==> src/rtl/spi_rom_subsystem.sv <==
// rtl/spi_rom_subsystem.sv - SPI master reading one byte from one of NUM_SLAVES ROM slaves
module spi_rom_subsystem #(
  parameter int NUM_SLAVES = 4,
  parameter int HALF_SCLK  = 2,
  localparam int SSW = $clog2(NUM_SLAVES)
) (
  input  logic                  CLK,
  input  logic                  RST_N,
  input  logic [SSW-1:0]        SS_ADDR,
  input  logic [7:0]            DATA_ADDR,
  output logic [7:0]            DATA,
  output logic                  DONE,
  output logic                  BUSY,
  output logic                  SCLK,
  output logic                  MOSI,
  output logic                  MISO,
  output logic [NUM_SLAVES-1:0] SS
);
  localparam int CW = (HALF_SCLK > 1) ? $clog2(HALF_SCLK) : 1;
  localparam logic [CW-1:0] CNT_MAX = CW'(HALF_SCLK - 1);

  typedef enum logic [1:0] {S_IDLE, S_SETUP, S_SHIFT, S_HOLD} state_t;

  state_t                r_state, w_state_nxt;
  logic [CW-1:0]         r_cnt, w_cnt_nxt;
  logic [4:0]            r_phase, w_phase_nxt;
  logic                  r_sclk, w_sclk_nxt;
  logic                  r_mosi, w_mosi_nxt;
  logic [NUM_SLAVES-1:0] r_ss, w_ss_nxt;
  logic [7:0]            r_data, w_data_nxt;
  logic [7:0]            r_rx, w_rx_nxt;
  logic [7:0]            r_addr, w_addr_nxt;
  logic                  r_done, w_done_nxt;
  logic [SSW-1:0]        r_sel, w_sel_nxt;
  logic [SSW+7:0]        r_last, w_last_nxt;
  logic                  r_first, w_first_nxt;
  logic                  w_start, w_half_end;
  logic [NUM_SLAVES-1:0] w_miso;

  function automatic logic [7:0] rom_lookup(input logic [7:0] a);
    case (a)
      8'h1A: rom_lookup = 8'h41;
      8'h1B: rom_lookup = 8'hDC;
      8'h1C: rom_lookup = 8'h3B;
      8'h1D: rom_lookup = 8'h4E;
      8'h2A: rom_lookup = 8'h8C;
      8'h2B: rom_lookup = 8'hB5;
      8'h2C: rom_lookup = 8'h05;
      8'h2D: rom_lookup = 8'hE5;
      default: rom_lookup = 8'h00;
    endcase
  endfunction

  // r_first forces one read after reset even if the inputs match the cleared r_last
  assign w_start    = (r_state == S_IDLE) && (r_first || ({SS_ADDR, DATA_ADDR} != r_last));
  assign w_half_end = (r_cnt == CNT_MAX);

  always_comb begin
    w_state_nxt = r_state;
    w_cnt_nxt   = r_cnt;
    w_phase_nxt = r_phase;
    w_sclk_nxt  = r_sclk;
    w_mosi_nxt  = r_mosi;
    w_ss_nxt    = r_ss;
    w_data_nxt  = r_data;
    w_rx_nxt    = r_rx;
    w_addr_nxt  = r_addr;
    w_done_nxt  = 1'b0;
    w_sel_nxt   = r_sel;
    w_last_nxt  = r_last;
    w_first_nxt = r_first;
    case (r_state)
      S_IDLE: begin
        if (w_start) begin
          w_state_nxt        = S_SETUP;
          w_sel_nxt          = SS_ADDR;
          w_addr_nxt         = DATA_ADDR;
          w_first_nxt        = 1'b0;
          w_cnt_nxt          = '0;
          w_ss_nxt           = '1;
          w_ss_nxt[SS_ADDR]  = 1'b0;
          w_mosi_nxt         = DATA_ADDR[7];
        end
      end
      S_SETUP: begin
        w_cnt_nxt = r_cnt + 1'b1;
        if (w_half_end) begin
          w_cnt_nxt   = '0;
          w_state_nxt = S_SHIFT;
          w_sclk_nxt  = 1'b1;
          w_phase_nxt = '0;
        end
      end
      S_SHIFT: begin
        w_cnt_nxt = r_cnt + 1'b1;
        if (w_half_end) begin
          w_cnt_nxt   = '0;
          w_phase_nxt = r_phase + 5'd1;
          if (!r_phase[0]) begin
            // end of a high half: falling edge, next MOSI bit, sample in data phase
            w_sclk_nxt = 1'b0;
            if (!r_phase[4] && (r_phase[3:1] != 3'd7))
              w_mosi_nxt = r_addr[3'd6 - r_phase[3:1]];
            else
              w_mosi_nxt = 1'b0;
            if (r_phase[4])
              w_rx_nxt = {r_rx[6:0], MISO};
          end else if (r_phase == 5'd31) begin
            w_state_nxt = S_HOLD;
          end else begin
            w_sclk_nxt = 1'b1;
          end
        end
      end
      S_HOLD: begin
        w_cnt_nxt = r_cnt + 1'b1;
        if (w_half_end) begin
          w_cnt_nxt   = '0;
          w_state_nxt = S_IDLE;
          w_ss_nxt    = '1;
          w_mosi_nxt  = 1'b0;
          w_data_nxt  = r_rx;
          w_done_nxt  = 1'b1;
          w_last_nxt  = {r_sel, r_addr};
        end
      end
      default: w_state_nxt = S_IDLE;
    endcase
  end

  always_ff @(posedge CLK or negedge RST_N) begin
    if (!RST_N) begin
      r_state <= S_IDLE;
      r_cnt   <= '0;
      r_phase <= '0;
      r_sclk  <= 1'b0;
      r_mosi  <= 1'b0;
      r_ss    <= '1;
      r_data  <= '0;
      r_rx    <= '0;
      r_addr  <= '0;
      r_done  <= 1'b0;
      r_sel   <= '0;
      r_last  <= '0;
      r_first <= 1'b1;
    end else begin
      r_state <= w_state_nxt;
      r_cnt   <= w_cnt_nxt;
      r_phase <= w_phase_nxt;
      r_sclk  <= w_sclk_nxt;
      r_mosi  <= w_mosi_nxt;
      r_ss    <= w_ss_nxt;
      r_data  <= w_data_nxt;
      r_rx    <= w_rx_nxt;
      r_addr  <= w_addr_nxt;
      r_done  <= w_done_nxt;
      r_sel   <= w_sel_nxt;
      r_last  <= w_last_nxt;
      r_first <= w_first_nxt;
    end
  end

  for (genvar g = 0; g < NUM_SLAVES; g++) begin : g_slave
    logic       r_sclk_q;
    logic [4:0] r_bcnt;
    logic [7:0] r_sr;
    logic       r_miso;
    logic       w_rise, w_fall;
    logic [7:0] w_rom;

    assign w_rise = r_sclk && !r_sclk_q;
    assign w_fall = !r_sclk && r_sclk_q;
    assign w_rom  = rom_lookup({r_sr[6:0], r_mosi});

    // r_bcnt counts detected rises; the fall after rise 8 is skipped so ROM bit 7 survives
    always_ff @(posedge CLK or negedge RST_N) begin
      if (!RST_N) begin
        r_sclk_q <= 1'b0;
        r_bcnt   <= '0;
        r_sr     <= '0;
        r_miso   <= 1'b0;
      end else begin
        r_sclk_q <= r_sclk;
        if (r_ss[g]) begin
          r_bcnt <= '0;
          r_sr   <= '0;
          r_miso <= 1'b0;
        end else if (w_rise) begin
          if (r_bcnt < 5'd7) begin
            r_sr <= {r_sr[6:0], r_mosi};
          end else if (r_bcnt == 5'd7) begin
            r_sr   <= w_rom;
            r_miso <= w_rom[7];
          end
          if (r_bcnt != 5'd16)
            r_bcnt <= r_bcnt + 5'd1;
        end else if (w_fall && (r_bcnt >= 5'd9)) begin
          r_sr   <= {r_sr[6:0], 1'b0};
          r_miso <= (r_bcnt == 5'd16) ? 1'b0 : r_sr[6];
        end
      end
    end

    assign w_miso[g] = r_miso;
  end

  assign MISO = |w_miso;
  assign DATA = r_data;
  assign DONE = r_done;
  assign BUSY = (r_state != S_IDLE);
  assign SCLK = r_sclk;
  assign MOSI = r_mosi;
  assign SS   = r_ss;

endmodule

==> config.mk <==
export PLATFORM = sky130hd
export DESIGN_NAME = spi_rom_subsystem
export DESIGN_NICKNAME = d
export VERILOG_FILES = /design/src/rtl/spi_rom_subsystem.sv
export SDC_FILE = /design/constraint.sdc
export NUM_CORES = 1
export LEC_CHECK = 0
export CAP_MARGIN = 20
export CORE_ASPECT_RATIO = 0.6
export CORE_MARGIN = 8
export CORE_UTILIZATION = 40
export CTS_CLUSTER_DIAMETER = 150
export CTS_CLUSTER_SIZE = 10
export DETAILED_ROUTE_END_ITERATION = 8
export PLACE_DENSITY_LB_ADDON = 0.2
export SETUP_SLACK_MARGIN = 0.02
export SYNTH_ARGS = -nofsm -noshare
export SYNTH_HDL_FRONTEND = slang
export SYNTH_SLANG_ARGS = --single-unit
==> constraint.sdc <==
create_clock -name CLK -period 2.4 [get_ports CLK]
set_clock_uncertainty 0.2 [all_clocks]
set_input_delay 0.48 -clock CLK [delete_from_list [all_inputs] [get_ports CLK]]
set_output_delay 0.48 -clock CLK [all_outputs]
set_load 0.005 [all_outputs]
=== Word-level counts from Yosys, hierarchy flattened ===
Index checks and enable logic that the tools add are counted.

* Flip-flop bits (word level): 105
* Latch bits: 0
* Bits in writable memories: 0
* Bits in read-only memories: 0
* Input port bits: 12
* Memories: 0

* Add/subtract/negate cells: 7
* Multiply operators: 0
* Divide/modulo/power cells: 0
* Magnitude comparators: 11
* Equality and inequality tests: 70
* Shifts and indexed selects: 0
* Multiplexer cells: 93
* Bitwise logic cells: 2
* Reduce and logical (&&, ||, !) cells: 52

{| class="wikitable"
|+ Operator list
! cell !! number
|-
| $pmux 8 s8 || 4
|-
| $mux 7 || 20
|-
| $eq 8x5->1 const B || 16
|-
| $eq 8x6->1 const B || 16
|-
| $mux 5 || 14
|-
| $mux 1 || 39
|-
| $add 5x1->5 const B || 5
|-
| $eq 5x5->1 const B || 5
|-
| $reduce_bool 2->1 || 11
|-
| $eq 5x3->1 const B || 4
|-
| $ge 5x4->1 const B || 4
|-
| $lt 5x3->1 const B || 4
|-
| $ne 5x5->1 const B || 4
|-
| $reduce_and 2->1 || 10
|-
| $ne 3x3->1 const B || 6
|-
| $reduce_and 3->1 || 6
|-
| $ne 4x2->1 const B || 4
|-
| $reduce_bool 3->1 || 5
|-
| $ne 2x2->1 const B || 7
|-
| $mux 2 || 6
|-
| $ne 3x2->1 const B || 4
|-
| $ne 10x10->1 || 1
|-
| $pmux 5 s2 || 1
|-
| $logic_and 1x1->1 || 9
|-
| other kinds (24) || 30
|}

=== Logic depth before layout (Yosys ltp) ===
* Depth after elaboration: 7
* Depth in mapped cells: 8
* Gate-level depth less buffers: 7

=== Least setup slack after synthesis ===
Ideal clock, no wire load.

* Path kind: register to register
* From: register g_slave[0].r_bcnt[0]
* To: register g_slave[0].r_sr[1]
* Data arrival time: 1.832 ns
* Setup slack: 0.244 ns
* Cell stages (with the launch flop): 7
* Buffers on the path: 0
* Path through: dfrtp_1 -> ha_1 -> or4_1 -> a21oi_2 -> o22ai_1 -> nor2_4 -> mux2_2

* Cells in the longest elaborated chain, start to end: 4
* Elaborated cells on any way between the ends: 10
* Those cells by class: order compare: 2; eq/ne: 2; mux: 3; reduce/logical: 3

{| class="wikitable"
|+ Ends and longest elaborated chain
! what !! line !! RTL
|-
| start, declared || 165 || <nowiki>logic [4:0] r_bcnt;</nowiki>
|-
| start signal, assigned || 196 || <nowiki>r_bcnt <= r_bcnt + 5'd1;</nowiki>
|-
| $lt 5x3->1 or $ge 5x4->1 (tied branches) || 189, 197 ||
|-
| $mux 7 or $logic_and 1x1->1 (tied branches) || 189, 197 ||
|-
| $mux 7 or $reduce_bool 3->1 (tied branches) || n/a ||
|-
| $mux 7 or $reduce_and 2->1 (tied branches) || n/a ||
|-
| end signal, assigned || 190 || <nowiki>r_sr <= {r_sr[6:0], r_mosi};</nowiki>
|-
| end signal, assigned || 192 || <nowiki>r_sr <= w_rom;</nowiki>
|-
| end signal, assigned || 198 || <nowiki>r_sr <= {r_sr[6:0], 1'b0};</nowiki>
|-
| end, declared || 166 || <nowiki>logic [7:0] r_sr;</nowiki>
|}

Several ways; a longest one is shown, not always the timed one.
A chain may end at the register's enable or synchronous reset.

=== Worst setup path in the final report ===
* From: register r_state[1]
* To: output port BUSY

* Cells in the longest elaborated chain, start to end: 1

{| class="wikitable"
|+ Ends and longest elaborated chain
! what !! line !! RTL
|-
| start, declared || 24 || <nowiki>state_t r_state, w_state_nxt;</nowiki>
|-
| start signal, assigned || 147 || <nowiki>r_state <= w_state_nxt;</nowiki>
|-
| $reduce_bool 2->1 || 210 || <nowiki>assign BUSY = (r_state != S_IDLE);</nowiki>
|-
| end, declared || 13 || <nowiki>output logic BUSY,</nowiki>
|}

Every way passes these cells.

==> reports/qor.csv <==
stage,metric,value,unit
final_layout,multi-input combinational cell area,3316,sq um
pwr,Lkg Pwr,2.981,nW
worst_setup_path,Reg2Reg Depth,7,
sta,Fmax,434.4,MHz
routing,Post-DRT Antenna Nets,0,
final_layout,highest-count cells in the layout ignoring fill and taps,"dfrtp_1, nand2_1, nor2_1, mux2_2, o21ai_0",
worst_setup_path,Reg-to-Reg End,g_slave[0].r_sr[2]$_DFFE_PN0P_,
grt,first-pass GRT wire length,24.33,mm
synthesis,top_reg_cell synth,dfrtp_1,
worst_hold_path,Worst Hold Launch,r_first$_DFFE_PN1P_,
worst_setup_path,CP Class,flop to primary output,
final_layout,share of cells above drive strength 1,19.79,%
placed_design,post-DP HPWL,10.56,mm
clocking,clk buf depth,2,
final_layout,Final #Nets,700,
synthesis,Post-Syn Instances,623,
synthesis,Post-synth EDFFs,0,
worst_setup_path,Critical Path AT,1.62,ns
sta,Final Slew Violations,0,
final_layout,Ant. Diodes,0,
grt,initial antenna violation count,0,
sta,ratio of final minimum period to clock period,95.93,%
placed_design,GP Congestion,0.8485,
sta,Total Neg Setup Slack,0,ns
pwr,Pwr Total,3.348,mW
grt,global-route usage over all layers,14.95,%
routing,post-DR wirelength/cell,16.34,um
worst_hold_path,hold path endpoint,r_first$_DFFE_PN1P_,
grt,vias in the first global route,4554,
placed_design,PortBufs,28,
die,Die Area,19750,sq um
final_layout,Final Core Density,47.06,%
clocking,"Clk Latency, worst-skew pair",0.35,ns
clocking,cts bufs inserted,9,
synthesis,Ys Warns,0,
worst_hold_path,HP Class,flop to flop,
synthesis,number of library cell types mapped by synthesis,74,
routing,Top Layer Used,met4,
die,Core Region,15200,sq um
routing,detailed route wirelength on metal2,5.621,mm
die,site row count,35,
synthesis,average size of a mapped cell,9.883,sq um
sta,slew margin rel.,51.92,%
routing,M1 WL,7.804,mm
routing,starting DRC count in detailed routing,412,
synthesis,register bit count reported by yosys,105,
worst_setup_path,FF-to-FF setup slack,0.16,ns
sta,RSZ-0062 raised after global routing,no,
clocking,CTS sink count,105,
routing,routed via count,4829,
grt,GRT overflow,0,
routing,Met3 Wirelength,770,um
routing,drt drc,0,
worst_hold_path,hold depth,1,
run,Max Cap Violations,0,
final_layout,FF+latch area,2635,sq um
clocking,TritonCTS clock tree,yes,
die,Starting Density,40.52,%
worst_setup_path,Worst Path Max Fanout,4,
worst_setup_path,CP Launch Type,flop,
grt,pin count of the biggest net entering global routing,42,
final_layout,Layout fillers,1404,
sta,endpoints failing setup,0,
worst_setup_path,Worst setup EP type,primary output,
die,Die Y,112.1,um
final_layout,"most common cell after layout, fill and taps aside",dfrtp_1,
die,# IOs,29,
final_layout,P&R area growth vs syn,16.16,%
pwr,cell area power density,468.1,nW/um^2
worst_setup_path,reg2reg start,g_slave[0].r_bcnt[1]$_DFFE_PN0P_,
routing,Total Wirelength,14.30,mm
clocking,htree depth,3,
pwr,maximum vdd drop,0.2850,mV
sta,final-report hold violation count,0,
sta,Tightest Pin Transition,0.7137,ns
sta,post-route minimum period,2.302,ns
worst_setup_path,Crit path required time,1.72,ns
outcome,status,completed,
synthesis,"Seq/Total Area, Yosys",42.78,%
synthesis,share of async-settable or async-resettable flops after synthesis,100.0,%
clocking,"Reg clk slew, reported paths",0.07,ns
die,chip width,176.2,um
routing,TritonRoute pass-1 iters,5,
clocking,Clk Tree Root Cell,clkbuf_16,
synthesis,syn_nets,656,
routing,Via density,5.519,
synthesis,synthesized area,6157,sq um
routing by layer:
layer | track usage [%] | vias up
met5 | 0 | -
met4 | 3.712 | 0
met3 | 3.319 | 8
met2 | 19.22 | 106
met1 | 23.99 | 2351
li1 | - | 2364
area by class of cell:
class / instances / share of cell area, %
Multi-Input combinational cell: 466 / 46.36
Sequential cell: 105 / 36.84
Timing Repair Buffer: 63 / 7.925
Tap cell: 203 / 3.551
Clock buffer: 9 / 3.149
Inverter: 22 / 1.155
Clock inverter: 7 / 1.015
worst max-delay path, cell delays in order, from the launching register on:
cell	delay [ns]
dfrtp_1	0.39
inv_1	0.10
ha_2	0.21
inv_2	0.08
clkdlybuf4s50_1	0.50
Yosys cell counts, types with 3 or more instances:
library cell | n | area share, %
dfrtp_1 | 100 | 41
nand2_1 | 52 | 3.2
nor2_1 | 48 | 2.9
mux2_2 | 44 | 8.0
o21ai_0 | 37 | 3.0
a21oi_1 | 36 | 2.9
inv_1 | 22 | 1.3
ha_1 | 21 | 4.3
xor2_1 | 18 | 2.6
nand3_1 | 17 | 1.4
nor2b_1 | 17 | 1.7
clkbuf_1 | 16 | 0.98
nand2b_1 | 13 | 1.3
a22oi_1 | 12 | 1.5
a22o_1 | 11 | 1.6
nor3_1 | 11 | 0.89
or3_1 | 10 | 1.0
o22ai_1 | 8 | 0.81
xnor2_1 | 7 | 1.0
buf_2 | 6 | 0.49
o41ai_1 | 6 | 0.85
a32oi_1 | 5 | 0.71
clkbuf_2 | 5 | 0.41
dfstp_2 | 5 | 2.1
o2bb2ai_1 | 5 | 0.71
a211oi_1 | 4 | 0.49
mux2i_1 | 4 | 0.65
nand4_1 | 4 | 0.41
nor4bb_1 | 4 | 0.65
o211ai_1 | 4 | 0.49
a31oi_1 | 3 | 0.30
a32o_1 | 3 | 0.49
mux2_4 | 3 | 0.73
nor4_1 | 3 | 0.30
nor4_2 | 3 | 0.61
nor4b_1 | 3 | 0.43
o31ai_1 | 3 | 0.37
or2_2 | 3 | 0.30
logic make-up (layout without fill, tap and decap cells):
kind of cell | after synthesis | count (layout) | share of synthesized area, %
muxes | 53 | 53 | 10.16
DFF | 105 | 105 | 42.78
adders and majority gates | 21 | 21 | 4.267
xor gates and xnor gates | 25 | 25 | 3.556
and+or+nand+nor | 212 | 212 | 18.65
buffers and inverters | 52 | 101 | 3.576
AOI/OAI and AO/OA | 155 | 155 | 17.01
worst max path at each step:
| stage | endpoint | start | slack (ns) |
|---|---|---|---|
| 2_1_floorplan | g_slave[0].r_sr[1]$_DFFE_PN0P_ | g_slave[0].r_bcnt[0]$_DFFE_PN0P_ | 0.24 |
| 4_1_cts | BUSY | r_state[0]$_DFFE_PN0P_ | 0.02 |
| 5_1_grt | BUSY | r_state[1]$_DFFE_PN0P_ | 0.02 |
| 6_report | BUSY | r_state[1]$_DFFE_PN0P_ | 0.1 |
| 3_5_place_dp | r_state[1]$_DFFE_PN0P_ | DATA_ADDR[3] | -0.09 |
| 3_3_place_gp | r_state[1]$_DFFE_PN0P_ | SS_ADDR[1] | -0.05 |
flip-flops by register name (all words and copies together), names as in the netlist:
name,flops
DATA,8
DONE,1
MOSI,1
SCLK,1
SS,4
g_slave.r_bcnt,20
g_slave.r_miso,4
g_slave.r_sclk_q,1
g_slave.r_sr,28
r_addr,8
r_cnt,1
r_first,1
r_last,10
r_phase,5
r_rx,8
r_sel,2
r_state,2
metrics by stage:
step	setup WS [ns]	std cells	cell area, sq um	hold slack, ns
6_report	0.09772	875	7152	0.2925
5_1_grt	0.02278	875	7152	0.3102
3_3_place_gp	-0.04568	857	6824	0.2319
2_1_floorplan	0.2435	623	6157	-0.01559
3_5_place_dp	-0.09239	857	6824	0.2390
4_1_cts	0.02272	874	7134	0.2976
power by group:
group | internal (mW) | leakage [nW] | switching, mW | total (mW)
sequential | 1.78 | 1.37 | 0.00670 | 1.78
clock | 0.736 | 0.143 | 0.731 | 1.47
combinational | 0.0426 | 1.47 | 0.0555 | 0.0982
repair_timing:
item	CTS	global route
endpoints found under the hold margin	25	0
gates resized for setup	3	3
cloned	0	0
setup buffers	0	1
hold buffers	1	0
setup endpoints to repair	2	8
(Power assumes the default switching activity.)
